## config.mk

```make
export PLATFORM = sky130hd
export DESIGN_NAME = uart_rx_fifo
export DESIGN_NICKNAME = d
export VERILOG_FILES = /design/src/rtl/uart_defs.sv /design/src/rtl/sync_fifo.sv /design/src/rtl/uart_rx_fifo.sv
export SDC_FILE = /design/constraint.sdc
export NUM_CORES = 1
export LEC_CHECK = 0
export BUFFER_PORTS_ARGS = -buffer_cell sky130_fd_sc_hd__clkbuf_2
export CAP_MARGIN = 20
export CORE_MARGIN = 5
export CORE_UTILIZATION = 60
export DETAILED_ROUTE_END_ITERATION = 6
export PLACE_DENSITY_LB_ADDON = 0.1
export REMOVE_ABC_BUFFERS = 1
export SYNTH_ARGS = -nofsm -noshare
export SYNTH_HDL_FRONTEND = slang
export SYNTH_SLANG_ARGS = --single-unit
```

## constraint.sdc

```tcl
create_clock -name clk -period 2.25 [get_ports clk]
set_input_delay 0.45 -clock clk [delete_from_list [all_inputs] [get_ports clk]]
set_output_delay 0.45 -clock clk [all_outputs]
set_load 0.1 [all_outputs]
```

## src/rtl/uart_defs.sv

```systemverilog
// Shared UART definitions: FSM state encoding, frame constants and bit-timing helper.
package uart_defs;

   localparam int unsigned DATA_BITS = 8;
   localparam int unsigned STOP_BITS = 1;

   localparam logic [2:0] ST_IDLE  = 3'd0;
   localparam logic [2:0] ST_START = 3'd1;
   localparam logic [2:0] ST_DATA  = 3'd2;
   localparam logic [2:0] ST_STOP  = 3'd3;
   localparam logic [2:0] ST_BREAK = 3'd4;

   function automatic int unsigned calc_clks_per_bit(input int unsigned clk_hz,
                                                     input int unsigned baud);
      return clk_hz / baud;
   endfunction

endpackage

```

## src/rtl/sync_fifo.sv

```systemverilog
// Show-ahead synchronous FIFO; head word is visible on o_rdata, zero while empty.
module sync_fifo #(
   parameter int unsigned WIDTH      = 8,
   parameter int unsigned DEPTH_LOG2 = 4
) (
   input  logic                  clk,
   input  logic                  rst_n,
   input  logic                  i_push,
   input  logic [WIDTH-1:0]      i_wdata,
   input  logic                  i_pop,
   output logic [WIDTH-1:0]      o_rdata,
   output logic                  o_full,
   output logic                  o_empty,
   output logic [DEPTH_LOG2:0]   o_count
);

   localparam int unsigned DEPTH = 1 << DEPTH_LOG2;
   localparam logic [DEPTH_LOG2:0] DEPTH_CNT = (DEPTH_LOG2+1)'(DEPTH);

   logic [WIDTH-1:0]      r_mem [DEPTH];
   logic [DEPTH_LOG2-1:0] r_wr_ptr;
   logic [DEPTH_LOG2-1:0] r_rd_ptr;
   logic [DEPTH_LOG2:0]   r_count;
   logic                  w_pop;
   logic                  w_push;

   assign o_empty = (r_count == '0);
   assign o_full  = (r_count == DEPTH_CNT);
   assign o_count = r_count;
   assign o_rdata = o_empty ? '0 : r_mem[r_rd_ptr];

   // A push into a full FIFO still fits when the head leaves in the same cycle.
   assign w_pop  = i_pop && !o_empty;
   assign w_push = i_push && (!o_full || w_pop);

   always_ff @(posedge clk or negedge rst_n) begin
      if (!rst_n) begin
         r_wr_ptr <= '0;
         r_rd_ptr <= '0;
         r_count  <= '0;
      end else begin
         if (w_push) r_wr_ptr <= r_wr_ptr + 1'b1;
         if (w_pop)  r_rd_ptr <= r_rd_ptr + 1'b1;
         case ({w_push, w_pop})
            2'b10:   r_count <= r_count + 1'b1;
            2'b01:   r_count <= r_count - 1'b1;
            default: r_count <= r_count;
         endcase
      end
   end

   always_ff @(posedge clk) begin
      if (w_push) r_mem[r_wr_ptr] <= i_wdata;
   end

endmodule

```

## src/rtl/uart_rx_fifo.sv

```systemverilog
// 8N1 UART receiver feeding a show-ahead receive FIFO, with sticky overrun/framing flags.
module uart_rx_fifo
   import uart_defs::*;
#(
   parameter int unsigned CLK_HZ     = 50000000,
   parameter int unsigned BAUD       = 115200,
   parameter int unsigned DEPTH_LOG2 = 4
) (
   input  logic       clk,
   input  logic       rst_n,
   input  logic       rxd,
   input  logic       uart_rdreq,
   output logic       uart_empty,
   output logic [7:0] uart_in,
   output logic       overrun,
   output logic       frame_err,
   input  logic       clear_err
);

   localparam int unsigned CLKS_PER_BIT = calc_clks_per_bit(CLK_HZ, BAUD);
   localparam int unsigned CNT_W        = $clog2(CLKS_PER_BIT);
   localparam int unsigned BIT_W        = $clog2(DATA_BITS);
   localparam logic [CNT_W-1:0] CNT_FULL = CNT_W'(CLKS_PER_BIT - 1);
   localparam logic [CNT_W-1:0] CNT_HALF = CNT_W'(CLKS_PER_BIT / 2 - 1);
   localparam logic [BIT_W-1:0] LAST_BIT = BIT_W'(DATA_BITS - 1);

   logic                  r_sync1;
   logic                  r_sync2;
   logic [2:0]            r_state;
   logic [CNT_W-1:0]      r_cnt;
   logic [BIT_W-1:0]      r_bit_idx;
   logic [DATA_BITS-1:0]  r_shift;
   logic                  r_push;
   logic                  r_frame_err;
   logic                  r_overrun;
   logic                  w_rx;
   logic                  w_full;
   logic                  w_empty;
   logic                  w_ovf_set;
   logic [DEPTH_LOG2:0]   w_count;

   assign w_rx      = r_sync2;
   assign frame_err = r_frame_err;
   assign overrun   = r_overrun;
   assign uart_empty = (w_count == '0);
   assign w_ovf_set = r_push && w_full && !(uart_rdreq && !w_empty);

   always_ff @(posedge clk or negedge rst_n) begin
      if (!rst_n) begin
         r_sync1 <= 1'b1;
         r_sync2 <= 1'b1;
      end else begin
         r_sync1 <= rxd;
         r_sync2 <= r_sync1;
      end
   end

   always_ff @(posedge clk or negedge rst_n) begin
      if (!rst_n) begin
         r_state     <= ST_IDLE;
         r_cnt       <= '0;
         r_bit_idx   <= '0;
         r_shift     <= '0;
         r_push      <= 1'b0;
         r_frame_err <= 1'b0;
      end else begin
         r_push <= 1'b0;
         // Clear first so a same-cycle framing error below overrides it.
         if (clear_err) r_frame_err <= 1'b0;
         case (r_state)
            ST_IDLE: begin
               if (!w_rx) begin
                  r_state <= ST_START;
                  r_cnt   <= '0;
               end
            end
            ST_START: begin
               if (r_cnt == CNT_HALF) begin
                  r_cnt     <= '0;
                  r_bit_idx <= '0;
                  r_state   <= w_rx ? ST_IDLE : ST_DATA;
               end else begin
                  r_cnt <= r_cnt + 1'b1;
               end
            end
            ST_DATA: begin
               if (r_cnt == CNT_FULL) begin
                  r_cnt     <= '0;
                  r_shift   <= {w_rx, r_shift[DATA_BITS-1:1]};
                  r_bit_idx <= r_bit_idx + 1'b1;
                  if (r_bit_idx == LAST_BIT) r_state <= ST_STOP;
               end else begin
                  r_cnt <= r_cnt + 1'b1;
               end
            end
            ST_STOP: begin
               if (r_cnt == CNT_FULL) begin
                  r_cnt <= '0;
                  if (w_rx) begin
                     r_push  <= 1'b1;
                     r_state <= ST_IDLE;
                  end else begin
                     r_frame_err <= 1'b1;
                     r_state     <= ST_BREAK;
                  end
               end else begin
                  r_cnt <= r_cnt + 1'b1;
               end
            end
            ST_BREAK: begin
               if (w_rx) r_state <= ST_IDLE;
            end
            default: r_state <= ST_IDLE;
         endcase
      end
   end

   always_ff @(posedge clk or negedge rst_n) begin
      if (!rst_n) begin
         r_overrun <= 1'b0;
      end else if (w_ovf_set) begin
         r_overrun <= 1'b1;
      end else if (clear_err) begin
         r_overrun <= 1'b0;
      end
   end

   sync_fifo #(
      .WIDTH      (DATA_BITS),
      .DEPTH_LOG2 (DEPTH_LOG2)
   ) u_fifo (
      .clk     (clk),
      .rst_n   (rst_n),
      .i_push  (r_push),
      .i_wdata (r_shift),
      .i_pop   (uart_rdreq),
      .o_rdata (uart_in),
      .o_full  (w_full),
      .o_empty (w_empty),
      .o_count (w_count)
   );

endmodule
```

==> impl_metrics.py, run 1 <==
metrics = {
    "run_status": {
        "status": "finished with violations",
        "violations": "setup timing",
    },
    "critical_path": {
        "critPathMaxFanout": 12,
        "crit_start": "u_fifo.r_rd_ptr[0]$_DFFE_PN0N_",
        "start_kind": "flip-flop",
        "crit_arrival_ns": 2.10,
        "r2r-start": "u_fifo.o_count[3]$_DFFE_PN0P_",
        "worstPathRequired_ns": 1.80,
        "worstSetupPathType": "flip-flop to primary output",
        "worst_setup_path_end_kind": "primary output",
    },
    "sta": {
        "fin_skew_ns": 0.00634,
        "fin_ws_ns": -0.304,
        "hold_violations": 0,
        "tightest_slew_ns": 0.858,
        "finalSetupViolCount": 8,
        "tns_ns": -2.29,
        "period_needed_ns": 2.55,
        "relSlewSlack_pct": 42.6,
        "hold-worst-slack_ns": 0.106,
        "fmax_mhz": 392,
        "rsz0062_at_grt": "true",
        "fin_crit_sh_pct": 114,
        "slew_viol_final": 0,
    },
    "clocking": {
        "cts_max_level": 4,
        "clk_pin_slew_ns": 0.06,
        "clock_latency_ns": 0.42,
        "cts_tree": "yes",
        "cts_buffer_depth": 2,
        "cts-root-buf": "clkbuf_16",
        "cts_hold_buffers": 0,
        "clkSinkCount": 169,
        "cts_made_buffers": 17,
    },
    "logic_synthesis": {
        "synth_edf_count": 128,
        "ys_warn_count": 0,
        "yosysTopAreaCell": "edfxtp_1",
        "async_reset_ff_share_pct": 24.3,
        "synth_top_area_share_pct": 54.7,
        "ys_ff_latch": 169,
        "syn_avg_cell_area_um2": 16.7,
        "synthCells": 421,
        "synth_area_leaders": "edfxtp_1 55%, dfrtp_1 14%, mux4_2 10%",
        "syn-cell-area_mm2": 0.00703,
        "synthFlopType": "edfxtp_1",
        "yosys.cell_types.count": 54,
        "yosysSeqAreaShare_pct": 69.3,
    },
    "placed_design": {
        "dp.cells": 594,
        "dp_hpwl_mm": 8.54,
        "numPortBuffers": 15,
        "routabilityCongestion": 0.835,
    },
    "layout": {
        "multi_input_area_mm2": 0.00211,
        "nNetsFinal": 487,
        "drive_above_1_share_pct": 30.0,
        "n_antenna_cell": 0,
        "final_util_pct": 72.7,
        "final_common_cell": "edfxtp_1",
        "regArea_mm2": 0.00487,
        "fill_cells": 693,
        "finalNonFillerCells": 627,
        "final_cell_mix": "128 x edfxtp_1, 38 x dfrtp_1, 32 x mux4_2",
        "synthToLayoutAreaGrowth_pct": 18.6,
    },
    "grt": {
        "track_usage_pct": 20.4,
        "grt_pass1_wl_mm": 21.6,
        "grt.overflow.total": 0,
        "grt_max_degree": 42,
        "grt_pass1_vias": 3861,
        "antenna_found_initial": 0,
    },
    "floorplan": {
        "die_y_um": 118,
        "rows": 39,
        "start_util_pct": 61.3,
        "coreArea_mm2": 0.0115,
        "die_w_um": 118,
        "num_io_pins": 16,
        "dieArea_mm2": 0.0140,
    },
    "power_and_ir_drop": {
        "pwr-share-seq_pct": 44.8,
        "p_per_area_mw_per_mm2": 947,
        "p_leak_uw": 0.00338,
        "vdd_drop_max_v": 0.000874,
        "sw_frac_of_total_pct": 25.1,
        "power_uw": 7900,
        "p_sw_uw": 1980,
        "intPower_uw": 5920,
        "clockPowerShare_pct": 36.6,
        "power_frac_comb_pct": 18.6,
    },
    "detailed_routing": {
        "drtIter0Drc": 289,
        "num_vias": 3753,
        "vias_per_cell": 5.99,
        "drcViolationCount": 0,
        "routed_wl_mm": 13.2,
        "wl_per_cell_um": 21.1,
        "ant_nets": 0,
        "dr.pass1.iters": 4,
    },
    "flow_run": {
        "max_cap_viol_count": 0,
    },
    "worst_hold_path": {
        "min_path_type": "input pin to async pin",
    },
}
-- state kept, by name (all words and copies together), names as in the netlist, 3 cells and up --
register and count:
r_bit_idx 3, r_cnt 9, r_shift 8, r_state 3, u_fifo.o_count 5, u_fifo.r_mem 128
u_fifo.r_rd_ptr 4, u_fifo.r_wr_ptr 4
-- power groups by stage --
stage,combinational [uW],clock [uW],sequential [uW]
floorplan,578,0,3820
global placement,1400,0,3570
detailed placement,1430,0,3580
CTS,1470,2930,3530
global route,1590,3060,3550
finish,1470,2890,3540
-- repair_timing --
item | CTS | global route
gates resized for setup | 9 | 10
buffers inserted | 1 | 0
endpoints found under the setup margin | 10 | 52
-- worst max-delay path, cell delays in order, from the launching register on --
cell,delay [ns]
dfrtp_2,0.42
buf_12,0.18
mux4_2,0.52
mux2i_2,0.24
o22ai_2,0.15
buf_12,0.19
-- cells by family after synthesis --
kind of cell	after synthesis	synth area share [%]
adder cells (fa/ha/maj)	11	1.96
AND/OR/NAND/NOR	93	6.76
XOR/XNOR	10	1.25
multiplexers	59	14.3
buffers and inverters	29	1.87
AO/OA/AOI/OAI	50	4.57
flip-flops	169	69.3
-- per-layer routing --
metal / GRT usage, % / share of wire (%) / vias to the layer above
met2: 33.4 / 52 / 80
met5: 0 / 0 / -
li1: - / - / 1742
met1: 27.4 / 42 / 1912
met3: 4.11 / 4.3 / 19
met4: 7.67 / 1.6 / 0
-- Yosys cell counts, types with 7 or more instances --
master,instances
o22ai_1,11
xnor2_1,9
ha_1,11
mux2_2,10
mux2i_1,17
nand2_1,26
o21ai_0,15
mux4_2,32
dfrtp_1,39
nor2_1,22
inv_1,11
edfxtp_1,128
nor3_1,11
nand3_1,7
-- layout make-up --
class,instances,area share (%)
clock buffer,19,5.31
sequential,169,58.4
clock inverter,13,1.83
inverter,11,0.495
tap,143,2.15
multi-input combinational,223,25.3
timing repair buffer,49,6.48
-- path summary, 6_finish.rpt --
path,to,cells after the start,slack [ns]
setup / recovery,uart_in[3],5,-0.30
hold / removal,u_fifo.o_count[0]$_DFFE_PN0P_,2,0.11
setup reg to reg,u_fifo.r_mem[5][6]$_DFFE_PP_,6,0.09
hold reg to reg,r_sync2$_DFF_PN1_,0,0.36
max in group asynchronous,u_fifo.r_rd_ptr[0]$_DFFE_PN0N_,2,1.73
min in group clk,r_sync1$_DFF_PN1_,1,0.12
-- per-stage QoR --
stage | instance area (um^2) | setup slack, ns
finish | 8340 | -0.304
global route | 8340 | -0.397
CTS | 8310 | -0.350
detailed placement | 7650 | -0.0690
global placement | 7650 | 0.0416
floorplan | 6940 | -1.66
Power figures use the tool's default switching activity.
==> run 2, diff against run 1 <==
--- a/config.mk
+++ b/config.mk
@@ -8,7 +8,7 @@
 export BUFFER_PORTS_ARGS = -buffer_cell sky130_fd_sc_hd__clkbuf_2
 export CAP_MARGIN = 20
 export CORE_MARGIN = 5
-export CORE_UTILIZATION = 60
+export CORE_UTILIZATION = 56
 export DETAILED_ROUTE_END_ITERATION = 6
 export PLACE_DENSITY_LB_ADDON = 0.1
 export REMOVE_ABC_BUFFERS = 1
==> constraint.sdc (replaced) <==
create_clock -name clk -period 2.3 [get_ports clk]
set_input_delay 0.46 -clock clk [delete_from_list [all_inputs] [get_ports clk]]
set_output_delay 0.46 -clock clk [all_outputs]
set_load 0.1 [all_outputs]
==> run 2 against run 1 <==
The run still ends with setup timing left. Flip-flop and latch count did not move. Utilization fell by 5.1 points. Die area rose by 6.5%. Final area rose by 1.1%. Clock skew barely moved. Hold slack got worse by 0.026 ns. Critical path depth rose by 1. Highest routed layer unchanged.
==> impl_metrics.py, run 2 (synthesized netlist as in run 1, its figures left out) <==
metrics = {
    "run_status": {
        "status": "finished with violations",
        "violations": "setup timing",
    },
    "sta": {
        "fmax_mhz": 380,
        "fin_crit_sh_pct": 114,
        "period_needed_ns": 2.63,
        "fin_skew_ns": 0.00647,
        "relSlewSlack_pct": 35.9,
        "tightest_slew_ns": 0.958,
        "fin_ws_ns": -0.333,
        "finalSetupViolCount": 8,
        "hold_violations": 0,
        "slew_viol_final": 0,
        "rsz0062_at_grt": "true",
    },
    "critical_path": {
        "r2r_end": "u_fifo.r_mem[1][1]$_DFFE_PP_",
        "worstSetupPathType": "flip-flop to primary output",
        "worstPathRequired_ns": 1.84,
        "start_kind": "flip-flop",
        "cpMaxStageDelayCell": "mux4_2",
        "max_stage_delay_ns": 0.54,
        "r2r-start": "u_fifo.o_count[1]$_DFFE_PN0P_",
        "crit_chain": "buf_4 -> buf_12 -> mux4_2 -> mux2i_4 -> o22ai_2 -> buf_12",
        "critPathMaxFanout": 6,
        "crit_arrival_ns": 2.17,
        "worstRegToRegCells": 6,
        "worst_setup_path_end_kind": "primary output",
        "reg2reg_slack_ns": 0.16,
        "critPathMostFrequentCell": "buf_12",
    },
    "flow_run": {
        "max_cap_viol_count": 0,
    },
    "power_and_ir_drop": {
        "vdd_drop_max_v": 0.000726,
        "p_per_area_mw_per_mm2": 915,
        "p_leak_uw": 0.00340,
        "power_uw": 7710,
    },
    "clocking": {
        "clkSinkCount": 169,
        "cts_tree": "yes",
        "cts_made_buffers": 17,
        "cts_max_level": 4,
        "cts-root-buf": "clkbuf_16",
        "clock_latency_ns": 0.42,
        "cts_buffer_depth": 2,
        "clk_pin_slew_ns": 0.06,
    },
    "grt": {
        "track_usage_pct": 20.3,
        "grt.overflow.total": 0,
        "grt_pass1_vias": 3883,
        "grt_pass1_wl_mm": 21.8,
        "antenna_found_initial": 0,
        "grt_max_degree": 36,
    },
    "floorplan": {
        "die_y_um": 122,
        "die_w_um": 122,
        "coreArea_mm2": 0.0125,
        "start_util_pct": 56.4,
        "rows": 41,
        "num_io_pins": 16,
        "dieArea_mm2": 0.0149,
    },
    "placed_design": {
        "numPortBuffers": 15,
        "dp.cells": 623,
        "dp_hpwl_mm": 8.54,
        "routabilityCongestion": 0.832,
        "place_ws_ns": -0.0319,
    },
    "detailed_routing": {
        "drtIter0Drc": 363,
        "routed_wl_mm": 13.8,
        "ant_nets": 0,
        "num_vias": 3829,
        "wl_per_cell_um": 20.9,
        "vias_per_cell": 5.80,
        "drcViolationCount": 0,
        "dr.pass1.iters": 4,
    },
    "layout": {
        "final_cell_mix": "128 x edfxtp_1, 38 x dfrtp_1, 32 x mux4_2",
        "finalNonFillerCells": 660,
        "nNetsFinal": 492,
        "reg_top3": "u_fifo.r_mem: 128 flops, r_cnt: 9 flops, r_shift: 8 flops",
        "synthToLayoutAreaGrowth_pct": 20.0,
        "drive_above_1_share_pct": 30.3,
        "n_antenna_cell": 0,
        "top_register": "u_fifo.r_mem",
        "final_common_cell": "edfxtp_1",
        "largest_reg_flops": 128,
    },
    "worst_hold_path": {
        "min_path_type": "input pin to async pin",
    },
}
==> run 2: worst max path at each step <==
stage	from	end	slack, ns	cells after the start
CTS	u_fifo.r_rd_ptr[0]$_DFFE_PN0N_	uart_in[0]	-0.36	6
global placement	u_fifo.r_rd_ptr[0]$_DFFE_PN0N_	uart_in[0]	-0.02	5
finish	u_fifo.r_rd_ptr[0]$_DFFE_PN0N_	uart_in[5]	-0.33	6
global route	u_fifo.r_rd_ptr[0]$_DFFE_PN0N_	uart_in[5]	-0.41	6
detailed placement	u_fifo.r_rd_ptr[0]$_DFFE_PN0N_	uart_in[0]	-0.03	5
floorplan	u_fifo.r_rd_ptr[0]$_DFFE_PN0N_	uart_in[0]	-1.62	3
==> run 2: power breakdown <==
group	internal, uW	switching, uW	leakage, uW
logic	840	760	0.00113
clock network	1560	1100	0.000260
registers	3340	115	0.00201
==> run 2: critical path, delay by kind of cell, from the launching register on <==
kind,cells,cell delay [ns]
mux,2,0.73
buf+inv,3,0.45
flops,1,0.45
compound gates,1,0.11
==> run 2: what timing repair did <==
item | CTS | global route
setup buffers | 6 | 0
gates cloned | 0 | 1
pin swaps | 1 | 4
endpoints found under the setup margin | 8 | 42
hold buffers | 0 | 0
resized for setup | 23 | 12
==> run 2: through the flow <==
stage	setup TNS, ns	cell area [um^2]	hold slack (ns)	util, %
finish	-2.44	8430	0.0792	67.7
global route	-3.14	8430	0.106	67.7
CTS	-2.67	8390	0.0906	67.3
detailed placement	-0.0589	7690	0.351	61.7
global placement	-0.0250	7690	0.349	61.7
floorplan	-12.96	6940	0.164	-
==> run 2: layer usage <==
metal  vias to the layer above  track usage, %  wire length (um)
met4                         0            7.91               208
li1                       1753               -                 -
met2                        92            33.5              7260
met1                      1968            27.0              5830
met3                        16            3.95               517
met5                         -               0                 0
==> run 2: area by class of cell <==
| class | instances | area, um^2 |
|---|---|---|
| flip-flops and latches | 169 | 4870 |
| clock buffers | 19 | 433 |
| well taps | 172 | 215 |
| clock inverters | 12 | 109 |
| fillers | 857 | 4030 |
| repair buffers | 54 | 621 |
| multi-input cells | 223 | 2140 |
| inverters | 11 | 41.3 |
==> run 3, diff against run 2 <==
--- a/config.mk
+++ b/config.mk
@@ -7,6 +7,7 @@
 export LEC_CHECK = 0
 export BUFFER_PORTS_ARGS = -buffer_cell sky130_fd_sc_hd__clkbuf_2
 export CAP_MARGIN = 20
+export CORE_ASPECT_RATIO = 0.7
 export CORE_MARGIN = 5
 export CORE_UTILIZATION = 56
 export DETAILED_ROUTE_END_ITERATION = 6
==> run 3 against run 2 <==
The run still ends with setup timing left. Sequential power is essentially flat. Clock power grew 2%. First-iteration DRC count shrank 36%. Fmax grew 1.5%. Setup slack gained 0.038 ns. Routed wire length shrank 4.4%. Utilization shrank 0.34 points. Register-to-register slack is essentially flat.
==> impl_metrics.py, run 3 (synthesized netlist as in run 1, its figures left out) <==
metrics = {
    "clocking": {
        "clock_latency_ns": 0.41,
        "cts-root-buf": "clkbuf_16",
        "cts_hold_buffers": 0,
        "cts_max_level": 4,
        "cts_tree": "yes",
        "clkSinkCount": 169,
        "cts_buffer_depth": 2,
        "cts_made_buffers": 17,
        "clk_pin_slew_ns": 0.06,
    },
    "sta": {
        "period_needed_ns": 2.59,
        "slew_viol_final": 0,
        "tns_ns": -2.16,
        "fin_ws_ns": -0.295,
        "tightest_slew_ns": 0.850,
        "fin_skew_ns": 0.00765,
        "finalSetupViolCount": 8,
        "rsz0062_at_grt": "true",
        "hold_violations": 0,
        "hold-worst-slack_ns": 0.115,
        "fmax_mhz": 385,
        "fin_crit_sh_pct": 113,
        "relSlewSlack_pct": 43.1,
    },
    "layout": {
        "fill_cells": 863,
        "synthToLayoutAreaGrowth_pct": 18.2,
        "final_common_cell": "edfxtp_1",
        "final_cell_mix": "128 x edfxtp_1, 36 x dfrtp_1, 32 x mux4_2",
        "finalNonFillerCells": 643,
        "reg_top3": "u_fifo.r_mem: 128 flops, r_cnt: 9 flops, r_shift: 8 flops",
        "top_register": "u_fifo.r_mem",
        "final_util_pct": 67.3,
        "nNetsFinal": 484,
        "drive_above_1_share_pct": 29.1,
        "largest_reg_flops": 128,
        "n_antenna_cell": 0,
    },
    "grt": {
        "grt_pass1_vias": 3803,
        "track_usage_pct": 19.1,
        "use_met2_pct": 27.5,
        "met1_usage_pct": 29.4,
        "grt.overflow.total": 0,
        "antenna_found_initial": 0,
        "grt_pass1_wl_mm": 21.3,
        "top_usage_layer": "met1",
        "use_met3_pct": 5.02,
        "grt_max_degree": 32,
    },
    "critical_path": {
        "cpMaxStageDelayCell": "mux4_2",
        "start_kind": "flip-flop",
        "worst_setup_path_end_kind": "primary output",
        "cp.buffers_inverters": 2,
        "worstPathRequired_ns": 1.84,
        "crit_chain": "buf_12 -> mux4_2 -> mux2i_2 -> o22ai_2 -> buf_12",
        "crit_arrival_ns": 2.13,
        "max_stage_delay_ns": 0.53,
        "reg2reg_slack_ns": 0.15,
        "worstSetupPathType": "flip-flop to primary output",
        "critPathTopFamily": "multiplexers",
        "critPathMostFrequentCell": "buf_12",
        "critPathMaxFanout": 13,
    },
    "detailed_routing": {
        "drcViolationCount": 0,
        "wl_per_cell_um": 20.5,
        "routed_wl_mm": 13.2,
        "dr.pass1.iters": 5,
        "ant_nets": 0,
        "num_vias": 3809,
        "drtIter0Drc": 231,
        "vias_per_cell": 5.92,
    },
    "floorplan": {
        "start_util_pct": 57.0,
        "num_io_pins": 16,
        "dieArea_mm2": 0.0149,
        "die_w_um": 144,
        "die_y_um": 104,
        "coreArea_mm2": 0.0123,
        "rows": 34,
    },
    "power_and_ir_drop": {
        "p_per_area_mw_per_mm2": 908,
        "power_uw": 7540,
        "vdd_drop_max_v": 0.000620,
        "p_leak_uw": 0.00334,
    },
    "run_status": {
        "status": "finished with violations",
        "violations": "setup timing",
    },
    "worst_hold_path": {
        "min_path_type": "input pin to async pin",
    },
    "placed_design": {
        "routabilityCongestion": 0.804,
        "numPortBuffers": 15,
        "dp.cells": 611,
        "dp_hpwl_mm": 8.76,
    },
    "flow_run": {
        "max_cap_viol_count": 0,
    },
}
==> run 3: changes by cell type in the layout (fill, tap and decap cells not counted), moves of 3 or more <==
cell | previous run | this run
clkinv_2 | 3 | 0
buf_4 | 29 | 23
buf_2 | 0 | 3
clkinv_1 | 5 | 2
==> run 3: path summary, 6_finish.rpt <==
kind | depth (start not counted) | endpoint | startpoint
worst min register to register | 0 | r_sync2$_DFF_PN1_ | r_sync1$_DFF_PN1_
worst max-delay path | 5 | uart_in[1] | u_fifo.r_rd_ptr[0]$_DFFE_PN0N_
min in group clk | 1 | r_sync1$_DFF_PN1_ | rxd
worst min-delay path | 1 | u_fifo.o_count[1]$_DFFE_PN0P_ | rst_n
worst max register to register | 5 | u_fifo.r_mem[4][7]$_DFFE_PP_ | u_fifo.o_count[1]$_DFFE_PN0P_
max in group asynchronous | 2 | r_bit_idx[2]$_DFFE_PN0P_ | rst_n
==> run 3: area by class of cell <==
class                   instances  area (um^2)  share of cell area, %
flip-flops and latches        169         4880                   58.7
repair buffers                 46          493                   5.94
multi-input cells             223         2130                   25.6
clock inverters                11          124                   1.49
inverters                      11         41.3                  0.497
well taps                     162          203                   2.44
clock buffers                  21          440                   5.30
==> run 3: where the power goes <==
group          switching (uW)  internal (uW)  total, uW
combinational             680            660       1340
sequential                141           3340       3480
clock                    1120           1600       2720
==> run 3: per-layer routing <==
layer  part of all wire, %  routed length, um  up-vias
li1                      -                  -     1745
met1                    47               6250     1932
met2                    45               6000      122
met3                   6.0                787       10
met4                   1.2                159        0
met5                     0                  0        -
==> run 3: through the flow <==
| stage | worst slack [ns] | area [um^2] |
|---|---|---|
| global placement | -0.111 | 7600 |
| global route | -0.378 | 8310 |
| CTS | -0.327 | 8280 |
| floorplan | -1.62 | 6940 |
| finish | -0.295 | 8310 |
| detailed placement | 0.000506 | 7620 |
==> run 3: what timing repair did <==
item	4_1_cts	5_1_grt
buffers inserted	0	0
resized for setup	19	8
endpoints found under the setup margin	9	10
pin swaps	1	1
